`config.mk`:
```
export PLATFORM = sky130hd
export DESIGN_NAME = ped_request_conditioner
export DESIGN_NICKNAME = d
export VERILOG_FILES = /design/src/rtl/ped_request_conditioner.sv
export SDC_FILE = /design/constraint.sdc
export NUM_CORES = 1
export LEC_CHECK = 0
export BUFFER_PORTS_ARGS = -buffer_cell sky130_fd_sc_hd__buf_2
export CAP_MARGIN = 0
export CORE_MARGIN = 4
export CORE_UTILIZATION = 45
export DETAILED_ROUTE_END_ITERATION = 10
export PLACE_DENSITY = 0.66
export SLEW_MARGIN = 20
export SYNTH_ARGS = -nofsm -noshare
export SYNTH_HDL_FRONTEND = slang
export SYNTH_SLANG_ARGS = --single-unit
```
`constraint.sdc`:
```
create_clock -name clk -period 2.2 [get_ports clk]
set_input_delay 0.22 -clock clk [delete_from_list [all_inputs] [get_ports clk]]
set_output_delay 0.22 -clock clk [all_outputs]
set_load 0.01 [all_outputs]
```
`src/rtl/ped_request_conditioner.sv`:
```
// Pedestrian push-button conditioner: 2-flop sync, symmetric debounce, rising-edge press,
// single-depth request latch released by walk. Define PED_LOCKOUT_EN for post-walk dead time.
module ped_request_conditioner #(
  parameter int DEBOUNCE_CYCLES = 10,
  parameter int DB_W            = 4,
  parameter int LOCKOUT_CYCLES  = 32,
  parameter int LK_W            = 6,
  parameter int CNT_W           = 8
) (
  input  logic             clk,
  input  logic             rst_n,
  input  logic             button_raw,
  input  logic             walk,
  output logic             ped_req,
  output logic             btn_clean,
  output logic [CNT_W-1:0] req_count
);

  typedef enum logic [1:0] {
    IDLE  = 2'd0,
    REQ   = 2'd1,
    SERVE = 2'd2,
    LOCK  = 2'd3
  } state_t;

  state_t            state_q, state_d;
  logic              sync1_q, sync2_q;
  logic              clean_q, clean_d, clean_dly_q;
  logic [DB_W-1:0]   db_cnt_q, db_cnt_d;
  logic [CNT_W-1:0]  count_q, count_d;
  logic              press_s;
`ifdef PED_LOCKOUT_EN
  logic [LK_W-1:0]   lk_cnt_q, lk_cnt_d;
`else
  logic              unused_lk_s;
  assign unused_lk_s = ^{LOCKOUT_CYCLES[0], LK_W[0]};
`endif

  assign press_s = clean_q & ~clean_dly_q;

  // Debounce: clean level flips only after DEBOUNCE_CYCLES consecutive mismatching samples
  always_comb begin
    clean_d  = clean_q;
    db_cnt_d = db_cnt_q;
    if (sync2_q == clean_q) begin
      db_cnt_d = '0;
    end else if (db_cnt_q == DB_W'(DEBOUNCE_CYCLES - 1)) begin
      clean_d  = sync2_q;
      db_cnt_d = '0;
    end else begin
      db_cnt_d = db_cnt_q + DB_W'(1);
    end
  end

  // Request FSM next state and saturating accepted-request counter
  always_comb begin
    state_d = state_q;
    count_d = count_q;
`ifdef PED_LOCKOUT_EN
    lk_cnt_d = lk_cnt_q;
`endif
    case (state_q)
      IDLE: begin
        if (press_s) begin
          state_d = REQ;
          if (count_q != {CNT_W{1'b1}}) begin
            count_d = count_q + CNT_W'(1);
          end else begin
            count_d = count_q;
          end
        end else begin
          state_d = IDLE;
        end
      end
      REQ: begin
        if (walk) begin
          state_d = SERVE;
        end else begin
          state_d = REQ;
        end
      end
      SERVE: begin
        if (!walk) begin
`ifdef PED_LOCKOUT_EN
          state_d  = LOCK;
          lk_cnt_d = '0;
`else
          state_d  = IDLE;
`endif
        end else begin
          state_d = SERVE;
        end
      end
`ifdef PED_LOCKOUT_EN
      LOCK: begin
        if (lk_cnt_q == LK_W'(LOCKOUT_CYCLES - 1)) begin
          state_d  = IDLE;
          lk_cnt_d = '0;
        end else begin
          state_d  = LOCK;
          lk_cnt_d = lk_cnt_q + LK_W'(1);
        end
      end
`endif
      default: state_d = IDLE;
    endcase
  end

  // State registers with synchronous active-low reset
  always_ff @(posedge clk) begin
    if (!rst_n) begin
      sync1_q     <= 1'b0;
      sync2_q     <= 1'b0;
      clean_q     <= 1'b0;
      clean_dly_q <= 1'b0;
      db_cnt_q    <= '0;
      count_q     <= '0;
      state_q     <= IDLE;
`ifdef PED_LOCKOUT_EN
      lk_cnt_q    <= '0;
`endif
    end else begin
      sync1_q     <= button_raw;
      sync2_q     <= sync1_q;
      clean_q     <= clean_d;
      clean_dly_q <= clean_q;
      db_cnt_q    <= db_cnt_d;
      count_q     <= count_d;
      state_q     <= state_d;
`ifdef PED_LOCKOUT_EN
      lk_cnt_q    <= lk_cnt_d;
`endif
    end
  end

  assign ped_req   = (state_q == REQ);
  assign btn_clean = clean_q;
  assign req_count = count_q;

endmodule

```
==> qor.csv <==
metric,value,unit
outcome,completed,
largest family of logic cells by synthesized area,simple AND/OR/NAND/NOR gates,
number of placed cells counting well taps,103,
drt via density,5.29,
drt wl/cell,12.3,um
internal reg-to-reg setup slack,0.64,ns
Die H,50.0,um
CP max FO,6,
Synth area leader,dfxtp_1,
DIE AREA,0.00250,mm2
drt drc,0,
via count,561,
Initial DRC Count,7,
grt ovf,0,
"Cell Area, Placed",873,um2
gr usage total,0.125,
# fillers,151,
Synth Area in Compound Gates,0.0995,
area of the mapped netlist,792,um2
"Design Area, Final",896,um2
fin crit share,0.708,
worst r2r path cells,5,
Synth area leaders,"dfxtp_1, and2_1, xnor2_1",
Combinational Power Share,0.024,
Post-DP HPWL,955,um
Post-CTS Resized,0,
final hold slack,0.135,ns
"Seq/Total Area, Yosys",0.455,
post-route ant nets,0,
Worst path top cell family by delay,flip-flops,
hold_sp,button_raw,
Ports,14,
switching part of the total power,0.203,
Avg Inst Size Synth,10.6,um2
share of power burned in registers,0.662,
Tmin final,1.56,ns
Crit. End Element,flop,
max-slew violations,0,
Setup WS post-layout,0.642,ns
area of the multi-input gates,424,um2
nets,99,
Synthesized Nets,82,
Net Switching,0.101,mW
Reg2Reg Launch Point,req_count[0]$_SDFFE_PN0P_,
Crit. path cell count,5,
Starting Density,0.502,
Port Buf Inserts,13,
H-tree levels,1,
WP data required,2.38,ns
Adder-Cell Fraction of Synth Area,0.0474,
# diodes,0,
part of the power in the clock network,0.314,
number of hold violations in the final report,0,
Finished Layout Cells,106,
Hold Crit Depth,2,
core area,0.00158,mm2
CTS tree,built,
CTS sink cnt,18,
CP peak stage delay,0.39,ns
mux share of post-synthesis cell area,0.0379,
clk buf depth,2,
Synth Area in Simple Gates,0.262,
largest net degree at the start of global routing,19,
worst clock skew,0.00759,ns
fin util,0.568,
MaxCap Viol Count,0,
pwr dens,555,mW/mm2
Final Power,0.497,mW
vias in the first global route,541,
Post-CTS Hold Buffers,0,
Lkg Pwr,0.399,nW
Slew @ Worst Pin,0.362,ns
slowest CP cell,dfxtp_1,
area share of the largest cell type after synthesis,0.455,
CTS Root Cell,clkbuf_4,
Min-Delay Path Class,input port to flop,
RD Place Congestion,0.726,
share of cells above drive strength 1,0.233,
DP Worst Slack,0.664,ns
Synthesis Warnings,0,
Setup Viol. Count Final,0,
CP arrival,1.74,ns
reg-to-reg endpoint,req_count[1]$_SDFFE_PN0P_,
synth unique cells,24,
Detailed Routing Iterations Pass 1,3,
die width,50.0,um
TNS Setup,0,ns
maximum VDD drop,0.000366,V
f_max,642,MHz
"critical path, cell by cell","ha_1, nand3_1, o21ai_2, mux2i_1, nor2b_1",
xor and xnor area share after synthesis,0.0885,
later-pin clock latency in the skew report,0.29,ns
"Clk pin slew, worst setup/hold paths",0.09,ns
Max-Slew Margin vs Limit,0.758,
antenna violations before repair,0,
postcts setup bufs,0,
Cell Int Power,0.396,mW
CP startpoint kind,flop,
register area,360,um2
synthesized flop and latch total,18,
first-pass GRT wire length,2390,um
critical path class,flop to flop,
Hold Path Sink,sync1_q$_SDFF_PN0_,
Buf/Inv on CP,0,
DRT Wirelength,1310,um
P&R area growth vs syn,13.1,%
unrepaired setup endpoints after global routing,no,
Post-Syn Instances,75,
Rows,14,
TritonCTS buffer count,3,
[power by group through the flow]
stage	sequential (mW)	combinational [mW]	clock, mW
final	0.329	0.0117	0.156
after global routing	0.330	0.0136	0.180
after floorplan	0.336	0.00634	0
after detailed placement	0.337	0.0120	0
after global placement	0.337	0.0118	0
after CTS	0.329	0.0121	0.166
[metal layers]
layer	wire length, um	GRT usage	vias up
met5	0	0	-
met4	0	0.0276	0
met1	626	0.150	253
met2	586	0.196	15
li1	-	-	293
met3	95	0.0663	0
[worst reg2reg max path: stages, from the launching register on]
cell and delay [ns]:
dfxtp_1 0.39, ha_1 0.25, nand3_1 0.18, o21ai_2 0.36, mux2i_1 0.23, nor2b_1 0.05
[cells by family (layout without fill, tap and decap cells)]
kind of cell             count (synthesis)  after routing
AO/OA/AOI/OAI                            8              8
AND/OR/NAND/NOR                         33             33
XOR/XNOR                                 8              8
adder cells (fa/ha/maj)                  3              3
buffers and inverters                    2             17
multiplexers                             3              3
flip-flops                              18             18
[synthesized netlist by cell type]
| cell | number |
|---|---|
| dfxtp_1 | 18 |
| and2_1 | 7 |
| nand3_1 | 5 |
| nor2_1 | 5 |
| xnor2_1 | 5 |
| nor2b_1 | 4 |
| ha_1 | 3 |
| mux2i_1 | 3 |
| nand2_1 | 3 |
| nand2b_1 | 3 |
| o211ai_1 | 3 |
| xor2_1 | 3 |
| and3_1 | 2 |
| clkbuf_1 | 1 |
| inv_1 | 1 |
| nand3b_1 | 1 |
| nand4_2 | 1 |
| nand4b_1 | 1 |
| nor4b_4 | 1 |
| o21a_1 | 1 |
| o21ai_2 | 1 |
| o311ai_2 | 1 |
| o31ai_1 | 1 |
| o41ai_2 | 1 |
[layout by cell type, fill, tap and decap left out]
cell      synthesis  layout
nand2b_1          3       3
nand4_2           1       1
dfxtp_1          18      18
nand3_1           5       5
o311ai_2          1       1
buf_2             0      13
xor2_1            3       3
mux2i_1           3       3
o41ai_2           1       1
nor2b_1           4       4
ha_1              3       3
nor2_1            5       5
nand2_1           3       3
xnor2_1           5       5
nand3b_1          1       1
and2_1            7       7
nand4b_1          1       1
and3_1            2       2
o211ai_1          3       3
nor4b_4           1       1
o31ai_1           1       1
o21ai_2           1       1
clkbuf_4          0       3
inv_1             1       1
o21a_1            1       1
[worst max-delay path by stage]
stage	start	endpoint	slack [ns]
floorplan	req_count[0]$_SDFFE_PN0P_	req_count[1]$_SDFFE_PN0P_	0.77
global route	req_count[0]$_SDFFE_PN0P_	req_count[1]$_SDFFE_PN0P_	0.49
CTS	req_count[0]$_SDFFE_PN0P_	req_count[1]$_SDFFE_PN0P_	0.64
global placement	req_count[0]$_SDFFE_PN0P_	req_count[1]$_SDFFE_PN0P_	0.77
finish	req_count[0]$_SDFFE_PN0P_	req_count[1]$_SDFFE_PN0P_	0.64
detailed placement	req_count[0]$_SDFFE_PN0P_	req_count[1]$_SDFFE_PN0P_	0.66
[area by class of cell]
type / count / share of cell area
Sequential cell: 18 / 0.402
Clock buffer: 3 / 0.0251
Multi-Input combinational cell: 55 / 0.473
Timing Repair Buffer: 13 / 0.0726
Tap cell: 16 / 0.0223
Inverter: 1 / 0.00419
[registers in the layout (all words and copies together) (netlist names)]
signal       count
state_q          2
sync2_q          1
clean_dly_q      1
sync1_q          1
btn_clean        1
req_count        8
db_cnt_q         4
(Power assumes the default switching activity.)
